**config.mk**
```make
export PLATFORM = sky130hd
export DESIGN_NAME = asansor_kontrol
export DESIGN_NICKNAME = d
export VERILOG_FILES = /design/src/rtl/asansor_kontrol.sv
export SDC_FILE = /design/constraint.sdc
export NUM_CORES = 1
export LEC_CHECK = 0
export CAP_MARGIN = 10
export CORE_MARGIN = 1
export CORE_UTILIZATION = 40
export CTS_CLUSTER_DIAMETER = 120
export DETAILED_ROUTE_END_ITERATION = 8
export PLACE_DENSITY = 0.74
export REMOVE_ABC_BUFFERS = 1
export SYNTH_ARGS = -nofsm -noshare
export SYNTH_HDL_FRONTEND = slang
export SYNTH_SLANG_ARGS = --single-unit
```
**constraint.sdc**
```tcl
create_clock -name clk -period 3 [get_ports clk]
set_input_delay 0.3 -clock clk [delete_from_list [all_inputs] [get_ports clk]]
set_output_delay 0.3 -clock clk [all_outputs]
set_load 0.01 [all_outputs]
```
**src/rtl/asansor_kontrol.sv**
```systemverilog
// asansor_kontrol: collective (SCAN) elevator controller.
// Latches floor requests, moves one floor every HAREKET_SURE cycles, keeps the
// door open for KAPI_SURE cycles at each stop and only reverses direction once
// nothing is left ahead of the car.
module asansor_kontrol #(
  parameter int KAT_SAYISI   = 4,
  parameter int KAT_W        = 2,
  parameter int HAREKET_SURE = 4,
  parameter int KAPI_SURE    = 3
) (
  input  logic                  clk,
  input  logic                  rst_n,
  input  logic [KAT_SAYISI-1:0] buton,
  output logic [KAT_W-1:0]      mevcut_kat,
  output logic [KAT_W-1:0]      durdugu_kat,
  output logic                  hareket,
  output logic                  yon,
  output logic                  kapi_acik,
  output logic [KAT_SAYISI-1:0] bekleyen
);

  localparam logic [1:0] BOSTA   = 2'd0;
  localparam logic [1:0] HAREKET = 2'd1;
  localparam logic [1:0] KAPI    = 2'd2;

  // The shared timer must hold the larger of the two reload values.
  localparam int T_MAX   = (HAREKET_SURE > KAPI_SURE) ? HAREKET_SURE : KAPI_SURE;
  localparam int TIMER_W = (T_MAX > 1) ? $clog2(T_MAX) : 1;
  localparam logic [TIMER_W-1:0] HAREKET_YUK = TIMER_W'(HAREKET_SURE - 1);
  localparam logic [TIMER_W-1:0] KAPI_YUK    = TIMER_W'(KAPI_SURE - 1);

  logic [1:0]            durum, durum_d;
  logic [TIMER_W-1:0]    timer, timer_d;
  logic [KAT_W-1:0]      kat_q, kat_d;
  logic [KAT_W-1:0]      durak_q, durak_d;
  logic                  yon_q, yon_d;
  logic [KAT_SAYISI-1:0] bekleyen_q;

  logic [KAT_SAYISI-1:0] istek;
  logic [KAT_SAYISI-1:0] temizle;
  logic [KAT_SAYISI-1:0] kat_bit;
  logic [KAT_SAYISI-1:0] yeni_bit;
  logic [KAT_W-1:0]      yeni_kat;
  logic                  ust_var, alt_var, ileri_var;
  logic                  burada, yeni_burada, buton_burada;

  // A raw press acts on the same edge that latches it, so decisions use the
  // union of latched and live requests.
  assign istek    = bekleyen_q | buton;
  assign yeni_kat = yon_q ? (kat_q + KAT_W'(1)) : (kat_q - KAT_W'(1));

  // Decode floor positions and scan for requests above, below and beyond the next floor.
  always_comb begin
    kat_bit   = '0;
    yeni_bit  = '0;
    ust_var   = 1'b0;
    alt_var   = 1'b0;
    ileri_var = 1'b0;
    for (int i = 0; i < KAT_SAYISI; i++) begin
      kat_bit[i]  = (i == int'(kat_q));
      yeni_bit[i] = (i == int'(yeni_kat));
      if (istek[i]) begin
        if (i > int'(kat_q)) ust_var = 1'b1;
        if (i < int'(kat_q)) alt_var = 1'b1;
        if (yon_q ? (i > int'(yeni_kat)) : (i < int'(yeni_kat))) ileri_var = 1'b1;
      end
    end
  end

  assign burada       = |(istek & kat_bit);
  assign yeni_burada  = |(istek & yeni_bit);
  assign buton_burada = |(buton & kat_bit);

  // Next-state logic for the idle / moving / door-open controller.
  always_comb begin
    durum_d = durum;
    timer_d = timer;
    kat_d   = kat_q;
    durak_d = durak_q;
    yon_d   = yon_q;
    temizle = '0;
    case (durum)
      BOSTA: begin
        if (burada) begin
          durum_d = KAPI;
          durak_d = kat_q;
          timer_d = KAPI_YUK;
          temizle = kat_bit;
        end else if (ust_var && (yon_q || !alt_var)) begin
          yon_d   = 1'b1;
          durum_d = HAREKET;
          timer_d = HAREKET_YUK;
        end else if (alt_var) begin
          yon_d   = 1'b0;
          durum_d = HAREKET;
          timer_d = HAREKET_YUK;
        end
      end
      HAREKET: begin
        if (timer == '0) begin
          kat_d = yeni_kat;
          if (yeni_burada) begin
            durum_d = KAPI;
            durak_d = yeni_kat;
            timer_d = KAPI_YUK;
            temizle = yeni_bit;
          end else if (ileri_var) begin
            timer_d = HAREKET_YUK;
          end else begin
            durum_d = BOSTA;
          end
        end else begin
          timer_d = timer - TIMER_W'(1);
        end
      end
      KAPI: begin
        temizle = kat_bit;
        if (buton_burada) begin
          timer_d = KAPI_YUK;
        end else if (timer == '0) begin
          durum_d = BOSTA;
        end else begin
          timer_d = timer - TIMER_W'(1);
        end
      end
      default: begin
        durum_d = BOSTA;
        timer_d = '0;
      end
    endcase
  end

  // State registers; reset drops every pending request and parks the car at floor 0.
  always_ff @(posedge clk) begin
    if (!rst_n) begin
      durum      <= BOSTA;
      timer      <= '0;
      kat_q      <= '0;
      durak_q    <= '0;
      yon_q      <= 1'b1;
      bekleyen_q <= '0;
    end else begin
      durum      <= durum_d;
      timer      <= timer_d;
      kat_q      <= kat_d;
      durak_q    <= durak_d;
      yon_q      <= yon_d;
      bekleyen_q <= istek & ~temizle;
    end
  end

  assign mevcut_kat  = kat_q;
  assign durdugu_kat = durak_q;
  assign hareket     = (durum == HAREKET);
  assign kapi_acik   = (durum == KAPI);
  assign yon         = yon_q;
  assign bekleyen    = bekleyen_q;

endmodule

```
==> results.json <==
{
  "status": "finished clean",
  "crit_type": "flip-flop to flip-flop",
  "p_per_area_mw_per_mm2": 710,
  "finalSetupViolations": 0,
  "critPathRequiredTime_ns": 3.16,
  "wl_microns": 2440,
  "final_layout_size_suffix_gt1_frac": 0.121,
  "post-route-period-util": 0.748,
  "core_area_sq_mm": 0.00232,
  "slowest_stage": "dfxtp_1",
  "vias": 994,
  "drcViolationCount": 0,
  "cts_resized": 0,
  "crit_buf_inv": 1,
  "rsz0062_at_grt": "no",
  "io-pin-count": 17,
  "clockPowerShare": 0.133,
  "grt-busiest-layer": "met2",
  "cp_max_fo": 7,
  "ys_top_cells_by_area": "dfxtp_1 (25%), ha_1 (8.6%), o21ai_0 (6.8%)",
  "final_cell_mix": "nand2_1 (16), clkdlybuf4s50_1 (16), o21ai_0 (14)",
  "use_met3": 0.0377,
  "clock_sinks": 13,
  "leakage_nw": 0.484,
  "fp.dieArea_sq_mm": 0.00277,
  "maxCapViolations": 0,
  "async_flop_share": 0,
  "drt.antenna.violating_nets": 0,
  "antenna_found_initial": 0,
  "post_cts_buffers": 0,
  "antenna_cells": 0,
  "swShare": 0.435,
  "power_frac_comb": 0.562,
  "grt_overflow": 0,
  "hold_violations": 0,
  "die_h_microns": 52.6,
  "tns_ns": 0,
  "avgSynthCellArea_sq_um": 8.32,
  "initial_core_util": 0.441,
  "hp-class": "flip-flop to flip-flop",
  "root_buffer": "clkbuf_4",
  "ir_drop_mv": 0.436,
  "grt_pass1_vias": 926,
  "grt_max_degree": 18,
  "yosysSeqAreaShare": 0.254,
  "slew_headroom": 0.623,
  "timing.hold.ws_ns": 0.476,
  "cts_max_path_buffers": 2,
  "slowest_delay_ns": 0.48,
  "yosysTopAreaCellShare": 0.254,
  "area_growth_pct": 18.6,
  "path_clk_slew_ns": 0.09,
  "gr-usage-met1": 0.281,
  "synth_cell_type_count": 44,
  "clkLatencyLatePin_ns": 0.28,
  "pwr-share-seq": 0.305,
  "drv_slew": 0,
  "die_w_microns": 52.6,
  "drt_iter0_drc": 48,
  "rows": 17,
  "grt_pass1_wl_microns": 4320,
  "max_freq_mhz": 445,
  "postSynthCellCount": 123,
  "power.switching_mw": 0.375,
  "gp_congestion": 0.849,
  "dp_hpwl_microns": 1890,
  "min_period_ns": 2.25,
  "htreeDepth": 1,
  "ys_warn_count": 0,
  "grt_use_total": 0.217,
  "tritoncts": "built",
  "crit_path_end_kind": "flip-flop",
  "syn_area_sq_mm": 0.00102,
  "met2_usage": 0.348,
  "p_int_mw": 0.487,
  "via_per_inst": 5.92,
  "fin_nets": 154,
  "crit_arrival_ns": 2.41,
  "p_total_mw": 0.862,
  "clock_skew_ns": 0.00493,
  "synth_edf_count": 0,
  "tightest_slew_ns": 0.564,
  "wl_per_cell_microns": 14.5,
  "ys.flop_type": "dfxtp_1",
  "ys_ff_latch": 13,
  "cp-start-kind": "flip-flop",
  "cts_inserted_buffers": 3,
  "firstDrtPassIters": 4,
  "netlist.top_cell.by_area": "dfxtp_1",
  "hold_buffers": 0,
  "io_buffers": 16,
  "critical_path.top_delay_family": "compound AO/OA/AOI/OAI gates",
  "path_cells": "inv_1 > ha_1 > xnor2_2 > o21bai_1 > and2_4 > nor2_2 > a211o_2 > mux2i_1"
}
## final timing paths
path | cells past startpoint | endpoint | slack, ns | startpoint
worst max-delay path | 8 | timer[0] | 0.75 | mevcut_kat[1]
worst max register to register | 8 | timer[0] | 0.75 | mevcut_kat[1]
worst min register to register | 2 | timer[1] | 0.48 | timer[1]
worst min-delay path | 2 | timer[1] | 0.48 | timer[1]
## cells in the mapped netlist, drive strengths merged (3+ instances only)
cell	number
dfxtp	13
o21ai	14
buf	3
nor2	9
xnor2	3
a21oi	5
mux2i	3
nor3	6
ha	7
inv	6
nand2	18
a221oi	3
## cell families after synthesis
family	synth area share
adder cells (fa/ha/maj)	0.0856
buffers and inverters	0.0599
AND/OR/NAND/NOR	0.231
XOR/XNOR	0.0330
multiplexers	0.0293
AO/OA/AOI/OAI	0.307
flip-flops	0.254
## power by group through the flow
| stage | logic [mW] | clock network [mW] | registers, mW |
|---|---|---|---|
| final | 0.485 | 0.114 | 0.263 |
| after global routing | 0.536 | 0.127 | 0.271 |
| after global placement | 0.474 | 0 | 0.264 |
| after detailed placement | 0.480 | 0 | 0.266 |
| after CTS | 0.483 | 0.118 | 0.262 |
| after floorplan | 0.310 | 0 | 0.278 |
## worst register-to-register path, delay by kind of cell (launching register included)
family                   cells  cell delay, ns
AO/OA/AOI/OAI                2            0.50
adder cells (fa/ha/maj)      1            0.38
XOR/XNOR                     1            0.24
buffers and inverters        1            0.17
multiplexers                 1            0.13
AND/OR/NAND/NOR              2            0.23
flip-flops                   1            0.48
## per-layer routing
metal	vias up	routed length, microns
li1	489	-
met1	465	1130
met2	33	1150
met3	7	95
met4	0	61
met5	-	0
## through the flow
stage / cells / util / cell area (sq um) / setup slack, ns
floorplan: 119 / - / 985 / 0.722
global placement: 164 / 0.512 / 1190 / 0.889
detailed placement: 164 / 0.512 / 1190 / 0.789
CTS: 168 / 0.523 / 1210 / 0.764
global route: 168 / 0.523 / 1210 / 0.596
finish: 168 / 0.523 / 1210 / 0.755
## registers in the layout (all words and copies together) (netlist names)
register     cells
durdugu_kat      2
yon              1
durum            2
timer            2
bekleyen         4
mevcut_kat       2
## cell type report
class,instances,area (sq um)
inverter,6,22.5
multi-input combinational,100,702
clock buffer,4,26.3
fill,212,1100
sequential,13,260
tap,28,35.0
timing repair buffer,17,168
Power figures use the tool's default switching activity.
